### src/rtl/cdb_arbiter_pkg.sv
// Shared constants for the common data bus arbiter: source ids and default widths.
package cdb_arbiter_pkg;
  localparam int NUM_CDB_SRC = 3;
  localparam int RoB_WIDTH   = 4;
  localparam int ADDR_WIDTH  = 32;

  localparam logic [1:0] CDB_SRC_ALU0 = 2'd0;
  localparam logic [1:0] CDB_SRC_ALU1 = 2'd1;
  localparam logic [1:0] CDB_SRC_LSB  = 2'd2;

  // Next source in round-robin order; ids live in 0..2, so 2 wraps to 0.
  function automatic logic [1:0] rr_next(input logic [1:0] id);
    return (id == CDB_SRC_LSB) ? CDB_SRC_ALU0 : id + 2'd1;
  endfunction
endpackage

### src/rtl/cdb_src_fifo.sv
// Per-producer result queue: small circular FIFO with flush; flush beats push and pop.
module cdb_src_fifo #(
  parameter int DEPTH = 2,
  parameter int W     = 8
) (
  input  logic         Sys_clk,
  input  logic         Sys_rst_n,
  input  logic         flush,
  input  logic         push,
  input  logic         pop,
  input  logic [W-1:0] din,
  output logic [W-1:0] head,
  output logic         full,
  output logic         empty
);
  localparam int PW = $clog2(DEPTH);

  logic [W-1:0]  mem [DEPTH];
  logic [PW-1:0] rd_ptr, wr_ptr;
  logic [PW:0]   cnt;
  logic          do_push, do_pop;

  assign full    = (cnt == (PW+1)'(DEPTH));
  assign empty   = (cnt == '0);
  assign do_push = push & ~full & ~flush;
  assign do_pop  = pop & ~empty & ~flush;
  assign head    = mem[rd_ptr];

  always_ff @(posedge Sys_clk or negedge Sys_rst_n) begin
    if (!Sys_rst_n) begin
      rd_ptr <= '0;
      wr_ptr <= '0;
      cnt    <= '0;
    end else if (flush) begin
      rd_ptr <= '0;
      wr_ptr <= '0;
      cnt    <= '0;
    end else begin
      if (do_push) wr_ptr <= wr_ptr + PW'(1);
      if (do_pop)  rd_ptr <= rd_ptr + PW'(1);
      cnt <= cnt + (PW+1)'(do_push) - (PW+1)'(do_pop);
    end
  end

  // Storage needs no reset: entries are only visible through cnt.
  always_ff @(posedge Sys_clk) begin
    if (do_push) mem[wr_ptr] <= din;
  end
endmodule

### src/rtl/cdb_arbiter.sv
// Common data bus arbiter: three queued producers, round-robin grant, one registered broadcast per cycle.
module cdb_arbiter #(
  parameter int RoB_WIDTH  = cdb_arbiter_pkg::RoB_WIDTH,
  parameter int ADDR_WIDTH = cdb_arbiter_pkg::ADDR_WIDTH,
  parameter int DEPTH      = 2
) (
  input  logic                    Sys_clk,
  input  logic                    Sys_rst_n,
  input  logic                    Sys_rdy,
  input  logic                    RoB_pre_judge,
  input  logic [2:0]              Src_en,
  input  logic [3*RoB_WIDTH-1:0]  Src_RoB_index,
  input  logic [95:0]             Src_value,
  input  logic [3*ADDR_WIDTH-1:0] Src_next_pc,
  output logic [2:0]              Src_full,
  output logic                    CDB_en,
  output logic [1:0]              CDB_src,
  output logic [RoB_WIDTH-1:0]    CDB_RoB_index,
  output logic [31:0]             CDB_value,
  output logic [ADDR_WIDTH-1:0]   CDB_next_pc
);
  import cdb_arbiter_pkg::*;

  localparam int ENT_W = RoB_WIDTH + 32 + ADDR_WIDTH;

  logic [NUM_CDB_SRC-1:0][ENT_W-1:0] src_din, src_head;
  logic [NUM_CDB_SRC-1:0]            src_empty, src_full, src_push, src_pop;
  logic                              flush, live, gnt_vld;
  logic [1:0]                        gnt_id, cand, rr_last;

  assign flush    = Sys_rdy & ~RoB_pre_judge;
  assign live     = Sys_rdy & RoB_pre_judge;
  assign Src_full = src_full;

  for (genvar k = 0; k < NUM_CDB_SRC; k++) begin : g_src
    // The load/store buffer has no meaningful next pc; store zero instead.
    assign src_din[k]  = {Src_RoB_index[k*RoB_WIDTH +: RoB_WIDTH],
                          Src_value[k*32 +: 32],
                          (2'(k) == CDB_SRC_LSB) ? ADDR_WIDTH'(0)
                                                 : Src_next_pc[k*ADDR_WIDTH +: ADDR_WIDTH]};
    assign src_push[k] = Src_en[k] & live;
    assign src_pop[k]  = gnt_vld & (gnt_id == 2'(k)) & live;

    cdb_src_fifo #(.DEPTH(DEPTH), .W(ENT_W)) u_fifo (
      .Sys_clk   (Sys_clk),
      .Sys_rst_n (Sys_rst_n),
      .flush     (flush),
      .push      (src_push[k]),
      .pop       (src_pop[k]),
      .din       (src_din[k]),
      .head      (src_head[k]),
      .full      (src_full[k]),
      .empty     (src_empty[k])
    );
  end

  // Scan rr_last+1, rr_last+2, rr_last; grant the first non-empty queue.
  always_comb begin
    gnt_vld = 1'b0;
    gnt_id  = rr_last;
    cand    = rr_last;
    for (int i = 0; i < NUM_CDB_SRC; i++) begin
      cand = rr_next(cand);
      if (!gnt_vld && !src_empty[cand]) begin
        gnt_vld = 1'b1;
        gnt_id  = cand;
      end
    end
  end

  always_ff @(posedge Sys_clk or negedge Sys_rst_n) begin
    if (!Sys_rst_n) begin
      rr_last       <= CDB_SRC_LSB;
      CDB_en        <= 1'b0;
      CDB_src       <= '0;
      CDB_RoB_index <= '0;
      CDB_value     <= '0;
      CDB_next_pc   <= '0;
    end else if (!Sys_rdy) begin
      CDB_en <= 1'b0;
    end else if (!RoB_pre_judge) begin
      CDB_en  <= 1'b0;
      rr_last <= CDB_SRC_LSB;
    end else if (gnt_vld) begin
      CDB_en  <= 1'b1;
      CDB_src <= gnt_id;
      rr_last <= gnt_id;
      {CDB_RoB_index, CDB_value, CDB_next_pc} <= src_head[gnt_id];
    end else begin
      CDB_en <= 1'b0;
    end
  end
endmodule

### config.mk
export PLATFORM = sky130hd
export DESIGN_NAME = cdb_arbiter
export DESIGN_NICKNAME = d
export VERILOG_FILES = /design/src/rtl/cdb_arbiter_pkg.sv /design/src/rtl/cdb_src_fifo.sv /design/src/rtl/cdb_arbiter.sv
export SDC_FILE = /design/constraint.sdc
export NUM_CORES = 1
export LEC_CHECK = 0
export ABC_AREA = 0
export BUFFER_PORTS_ARGS = -buffer_cell sky130_fd_sc_hd__buf_2
export CORE_ASPECT_RATIO = 0.7
export CORE_MARGIN = 5
export CORE_UTILIZATION = 40
export CTS_CLUSTER_DIAMETER = 50
export DETAILED_ROUTE_END_ITERATION = 7
export GPL_TIMING_DRIVEN = 0
export PLACE_DENSITY = 0.65
export SLEW_MARGIN = 40
export SYNTH_ARGS = -nofsm -noshare
export SYNTH_HDL_FRONTEND = slang
export SYNTH_SLANG_ARGS = --single-unit
export TNS_END_PERCENT = 100
### constraint.sdc
create_clock -name Sys_clk -period 5.01 [get_ports Sys_clk]
set_input_delay 0.501 -clock Sys_clk [delete_from_list [all_inputs] [get_ports Sys_clk]]
set_output_delay 0.501 -clock Sys_clk [all_outputs]
set_load 0.1 [all_outputs]
Word-level counts from Yosys, hierarchy flattened
Memories as Yosys holds them, arrays and structs flattened.
Cells that the tools add are included.
- memories: 3
- output and inout bits: 74
- register bits after elaboration: 85
- bits in writable memories: 344
- memories (memory ; depth ; bits a word ; rd ports ; clocked after Yosys merged registers in ; wr ports ; RTL line ; source):
    g_src[0].u_fifo.mem ; 2 ; 68 ; 1 ; 0 ; 1 ; cdb_src_fifo.sv:18 ; logic [W-1:0] mem [DEPTH];
    g_src[1].u_fifo.mem ; 2 ; 68 ; 1 ; 0 ; 1 ; cdb_src_fifo.sv:18 ;
    g_src[2].u_fifo.mem ; 2 ; 36 ; 1 ; 0 ; 1 ; cdb_src_fifo.sv:18 ;
- bitwise operators: 31
- multiplexer cells: 43
- add/sub/neg operators: 15
- equality and inequality tests: 9
- order comparisons: 4
- reductions and logical operators: 17
- operators with widths (kind ; count):
    $bmux W68 S2 ; 1
    $mux W68 ; 1
    $mux W1 ; 27
    $and A1 B1 Y1 ; 23
    $mux W2 ; 11
    $eq A2 B2 Y1 const B ; 7
    $lt A2 B3 Y1 const B ; 4
    $reduce_bool A2 Y1 ; 6
    $logic_not A2 Y1 ; 4
    $not A1 Y1 ; 8
    $add A1 B1 Y1 const B ; 6
    $add A2 B1 Y2 ; 3
    $add A2 B1 Y2 const B ; 3
    $bmux W1 S2 ; 3
    $sub A2 B1 Y2 ; 3
    $logic_not A1 Y1 ; 3
    $reduce_and A3 Y1 ; 1
    $eq A2 B1 Y1 const B ; 1
    $logic_and A1 B1 Y1 ; 2
    $ne A2 B1 Y1 const B ; 1
    $reduce_and A2 Y1 ; 1

Longest topological paths before layout
- depth after elaboration: 19
- depth in mapped cells: 12
- gate-level depth less buffers: 10

By module
A second synthesis with hierarchy kept.
- cell total of the unflattened synthesis: 1265
- area, all modules: 20497.2 sq um
- modules (own cells, without submodules) (module ; instances ; cells each ; area each (sq um)):
    cdb_src_fifo ; 3 ; 237 ; 5177.5
    cdb_arbiter ; 1 ; 554 ; 4964.8

Worst setup path before layout
Ideal clock, no wire load.
- kind: register -> register
- start: register g_src[0].u_fifo.cnt[1]
- end: memory g_src[0].u_fifo.mem[0][0] (netlist name), enable pin
- library setup time: 0.503 ns
- path slack: 0.430 ns
- data arrival time: 4.077 ns
- buffers on the path: 1
- cell stages (with the launch flop): 5
- required time: 4.507 ns
- path through: dfrtp_1 > buf_6 > nor2b_1 > nor3b_1 > nor2b_1
- longest elaborated chain between the ends: 6
- RTL lines (element ; RTL line ; source):
    start: declaration ; cdb_src_fifo.sv:20 ; logic [PW:0] cnt;
    start signal: assignment ; cdb_src_fifo.sv:41 ; cnt <= cnt + (PW+1)'(do_push) - (PW+1)'(do_pop);
    $eq A2 B2 Y1 ; cdb_src_fifo.sv:23 ; assign full = (cnt == (PW+1)'(DEPTH));
    named net g_src[0].u_fifo.full ; cdb_src_fifo.sv:13 ; output logic full,
    $not A1 Y1 ; cdb_src_fifo.sv:25 ; assign do_push = push & ~full & ~flush;
    $and A1 B1 Y1 (2 in series) ; cdb_src_fifo.sv:25 ;
    $mux W1 ; cdb_src_fifo.sv:47 ; if (do_push) mem[wr_ptr] <= din;
    $mux W1 (not written as such) ; cdb_src_fifo.sv:47 ;
    end: declaration ; cdb_src_fifo.sv:18 ;
The timed path passes the listed nets, and every way through them passes these cells.

Worst setup path after layout
- start: register g_src[1].u_fifo.cnt[1]
- end: register g_src[0].u_fifo.cnt[1]
- longest elaborated chain between the ends: 16
- elaborated cells between the ends (all ways): 25
- RTL lines (element ; RTL line ; source):
    start: declaration ; cdb_src_fifo.sv:20 ;
    start signal: assignment ; cdb_src_fifo.sv:41 ;
    $logic_not A2 Y1 (*) ; cdb_src_fifo.sv:24 ; assign empty = (cnt == '0);
    $bmux W1 S2 ; cdb_arbiter.sv:64 ; if (!gnt_vld && !src_empty[cand]) begin
    $mux W1 (not written as such) ; cdb_arbiter.sv:64 ;
    $logic_not A1 Y1 ; cdb_arbiter.sv:64 ;
    $logic_and A1 B1 Y1 ; cdb_arbiter.sv:64 ;
    $mux W1 ; cdb_arbiter.sv:64 ;
    $logic_not A1 Y1 ; cdb_arbiter.sv:64 ;
    $logic_and A1 B1 Y1 ; cdb_arbiter.sv:64 ;
    $mux W2 ; cdb_arbiter.sv:64 ;
    $logic_not A2 Y1 ; cdb_arbiter.sv:42 ; assign src_pop[k] = gnt_vld & (gnt_id == 2'(k)) & live;
    $and A1 B1 Y1 (*) (2 in series) ; cdb_arbiter.sv:42 ;
    $and A1 B1 Y1 (*) (2 in series) ; cdb_src_fifo.sv:26 ; assign do_pop = pop & ~empty & ~flush;
    $sub A2 B1 Y2 (*) ; cdb_src_fifo.sv:41 ;
    $mux W2 (*) ; cdb_src_fifo.sv:34 ; end else if (flush) begin
Every way passes the cells marked *; elsewhere a longest branch is shown, timed or not. The select of a mux whose other input is x is not followed.
A chain may end at the register's enable or synchronous reset.

==> results.json <==
{
  "clockRootBuffer": "clkbuf_16",
  "dieArea_mm2": 0.04609,
  "clk-insertion-delay-late_ps": 550,
  "coreArea_mm2": 0.04119,
  "layout_common_cells": "edfxtp_1, buf_2, mux2i_1",
  "r2r-end": "g_src[0].u_fifo.cnt[1]",
  "grt_max_degree": 59,
  "drt-wirelength-per-cell_um": 24.32,
  "grt_use_met2_pct": 30.78,
  "rr_worst_depth": 12,
  "status": "completed",
  "cts_buffers": 45,
  "io_buffers": 252,
  "route.detailed.drc": 0,
  "power_density_mw_per_mm2": 668.6,
  "grt_use_met3_pct": 4.154,
  "antenna_found_initial": 6,
  "cts_setup_buffers": 0,
  "fin_hold_ws_ps": 132.2,
  "rsz0062_at_grt": "no",
  "worst-slew-pin-transition_ps": 796.6,
  "hold_buffers": 1,
  "crit_path_start_kind": "register",
  "seq_area_mm2": 0.01246,
  "hp-start": "Src_value[32]",
  "place_congestion": 0.7905,
  "fin_nets": 1536,
  "multi_input_area_mm2": 0.003881,
  "grt_pass1_vias": 10790,
  "synthDominantCellAreaShare_pct": 61.73,
  "drv_slew": 0,
  "synth_top_flop_cell": "edfxtp_1",
  "worstReg2RegStart": "g_src[1].u_fifo.cnt[1]",
  "dp_hpwl_um": 32640,
  "leakage_uw": 0.007488,
  "hold_viol": 0,
  "antenna_left": 0,
  "first_iter_violations": 733,
  "die_w_um": 254.5,
  "critical_path_required_ps": 5430,
  "power_uw": 13750,
  "ys_types": 43,
  "chipHeight_um": 181.1,
  "syn_area_per_cell_um2": 16.68,
  "post_cts_resized": 0,
  "synthTopCellsByArea": "edfxtp_1, dfrtp_1, mux2i_1",
  "cp.arrival_ps": 3450,
  "power_frac_seq_pct": 33.3,
  "use_met1_pct": 28.99,
  "relSlewSlack_pct": 46.89,
  "path_class": "register to register",
  "final_core_util_pct": 49.93,
  "syn_inst": 1003,
  "clk_transition_reported_paths_ps": 60,
  "nFillCells": 3539,
  "endpoint_kind": "register",
  "fin_crit_sh_pct": 60.42,
  "setup_violations": 0,
  "cp_max_fo": 10,
  "final_layout_size_suffix_gt1_share_pct": 28.27,
  "drt_pre_antenna_iters": 5,
  "drt-total-wl_um": 46210,
  "ios": 285,
  "synth_edf_count": 344,
  "vias": 10350,
  "layout_setup_ws_ps": 1983,
  "grt_pass1_wl_um": 68100,
  "vdd_drop_max_v": 0.0003837,
  "p_switching_uw": 6067,
  "r2r_slack_ps": 1980,
  "synthToLayoutAreaGrowth_pct": 22.89,
  "min_period_ps": 3027,
  "clock_path_buffers": 3,
  "track_usage_pct": 19.73,
  "internal-power_uw": 7684,
  "switching_share_pct": 44.12,
  "synthesis.nets": 1220,
  "syn_area_mm2": 0.01673,
  "tns_ps": 0,
  "placement_rows": 62,
  "overflow": 0,
  "hold_depth": 1,
  "busiest_layer": "met2",
  "h-tree-depth": 2,
  "finClkSkew_ps": 13.89,
  "initial_utilization_pct": 40.63,
  "pwr-share-clk_pct": 24.2,
  "seq_area_frac_synth_pct": 74.44,
  "fmax_mhz": 330.3,
  "worstHoldPathType": "input port to register",
  "pre_cts_ws_ps": 1998,
  "layout.cells.most_common": "edfxtp_1",
  "cts_tree": "built",
  "yosysTopAreaCell": "edfxtp_1",
  "p_comb_share_pct": 42.5,
  "cts.sinks": 429,
  "cap_viol_max_count": 0,
  "synth_async_sr_flop_share_pct": 19.81,
  "ys_ff_latch": 429,
  "vias_per_cell": 5.448,
  "min_to": "g_src[1].u_fifo.mem[1][32]",
  "yosysWarningCount": 0
}
[per-stage QoR]
| step | area, um2 | instances |
|---|---|---|
| 2_1_floorplan | 16730 | 1003 |
| 3_3_place_gp | 18680 | 1799 |
| 3_5_place_dp | 19090 | 1815 |
| 4_1_cts | 20560 | 1899 |
| 5_1_grt | 20560 | 1899 |
| 6_report | 20570 | 1900 |
[per-layer routing]
layer | wire, um | share of wire (%)
met1 | 20840 | 45
met2 | 21330 | 46
met3 | 3343 | 7.2
met4 | 686 | 1.5
met5 | 14 | 0.030
[power groups by stage]
stage | Combinational [uW] | Clock (uW) | Sequential [uW]
floorplan | 2270 | 0 | 6610
global placement | 5720 | 0 | 4660
detailed placement | 5880 | 0 | 4650
CTS | 5890 | 3400 | 4580
global route | 6200 | 3540 | 4620
finish | 5850 | 3320 | 4580
[critical path: stages (launching register included)]
cell	delay, ps
dfrtp_1	480
o21bai_2	280
o22a_1	460
buf_4	300
buf_2	280
nand3_1	190
inv_1	110
ha_1	230
inv_1	60
ha_1	150
xor2_1	170
xnor2_1	130
nor2_1	50
[registers in the layout, summed over array words and instances, names as in the netlist]
name and cells:
CDB_en 1, rr_last 2, CDB_RoB_index 4, g_src.u_fifo.cnt 6, g_src.u_fifo.wr_ptr 3, CDB_next_pc 32, CDB_value 32, g_src.u_fifo.mem 344
CDB_src 2, g_src.u_fifo.rd_ptr 3
[worst max path at each step]
stage                                       from                         end  slack, ps  depth (start not counted)
after detailed placement  g_src[1].u_fifo.cnt[1]      g_src[0].u_fifo.cnt[1]       2000                         12
final                     g_src[1].u_fifo.cnt[1]      g_src[0].u_fifo.cnt[1]       1980                         12
after global routing      g_src[1].u_fifo.cnt[1]      g_src[0].u_fifo.cnt[1]       1840                         12
after floorplan           g_src[0].u_fifo.cnt[1]   g_src[0].u_fifo.mem[0][0]        430                          4
after CTS                 g_src[1].u_fifo.cnt[1]      g_src[0].u_fifo.cnt[1]       1980                         12
after global placement                   Sys_rdy  g_src[1].u_fifo.mem[0][50]      -2370                          4
[synthesized netlist by cell type, types with 6 or more instances]
library cell  number
a2111oi_0         36
a221oi_1          36
a2bb2oi_1         36
a32o_1            32
buf_2             22
buf_4              7
clkbuf_1          43
dfrtp_1           84
edfxtp_1         344
ha_1               6
inv_1              9
mux2i_1          101
nand3_1           34
nor2_1            11
nor2b_1           82
o21ai_0           10
o21ai_1           23
o31ai_1           37
xnor2_1            6
[cell type report]
class | count | area share [%]
Clock buffer | 61 | 6.023
Buffer | 80 | 1.922
Clock inverter | 22 | 1.113
Multi-Input combinational cell | 485 | 18.87
Antenna cell | 1 | 0.01217
Inverter | 9 | 0.1643
Sequential cell | 429 | 60.58
Timing Repair Buffer | 269 | 8.006
Tap cell | 544 | 3.310
[cells by family after synthesis]
logic type	Yosys count	share of synthesized area, %
adders and majority gates	6	0.4486
xor gates and xnor gates	10	0.5233
buffers and inverters	89	2.542
muxes	101	6.041
and+or+nand+nor	145	5.047
AOI/OAI and AO/OA	223	10.95
DFF	429	74.44
Note: power is estimated with default switching activity, not from simulation.
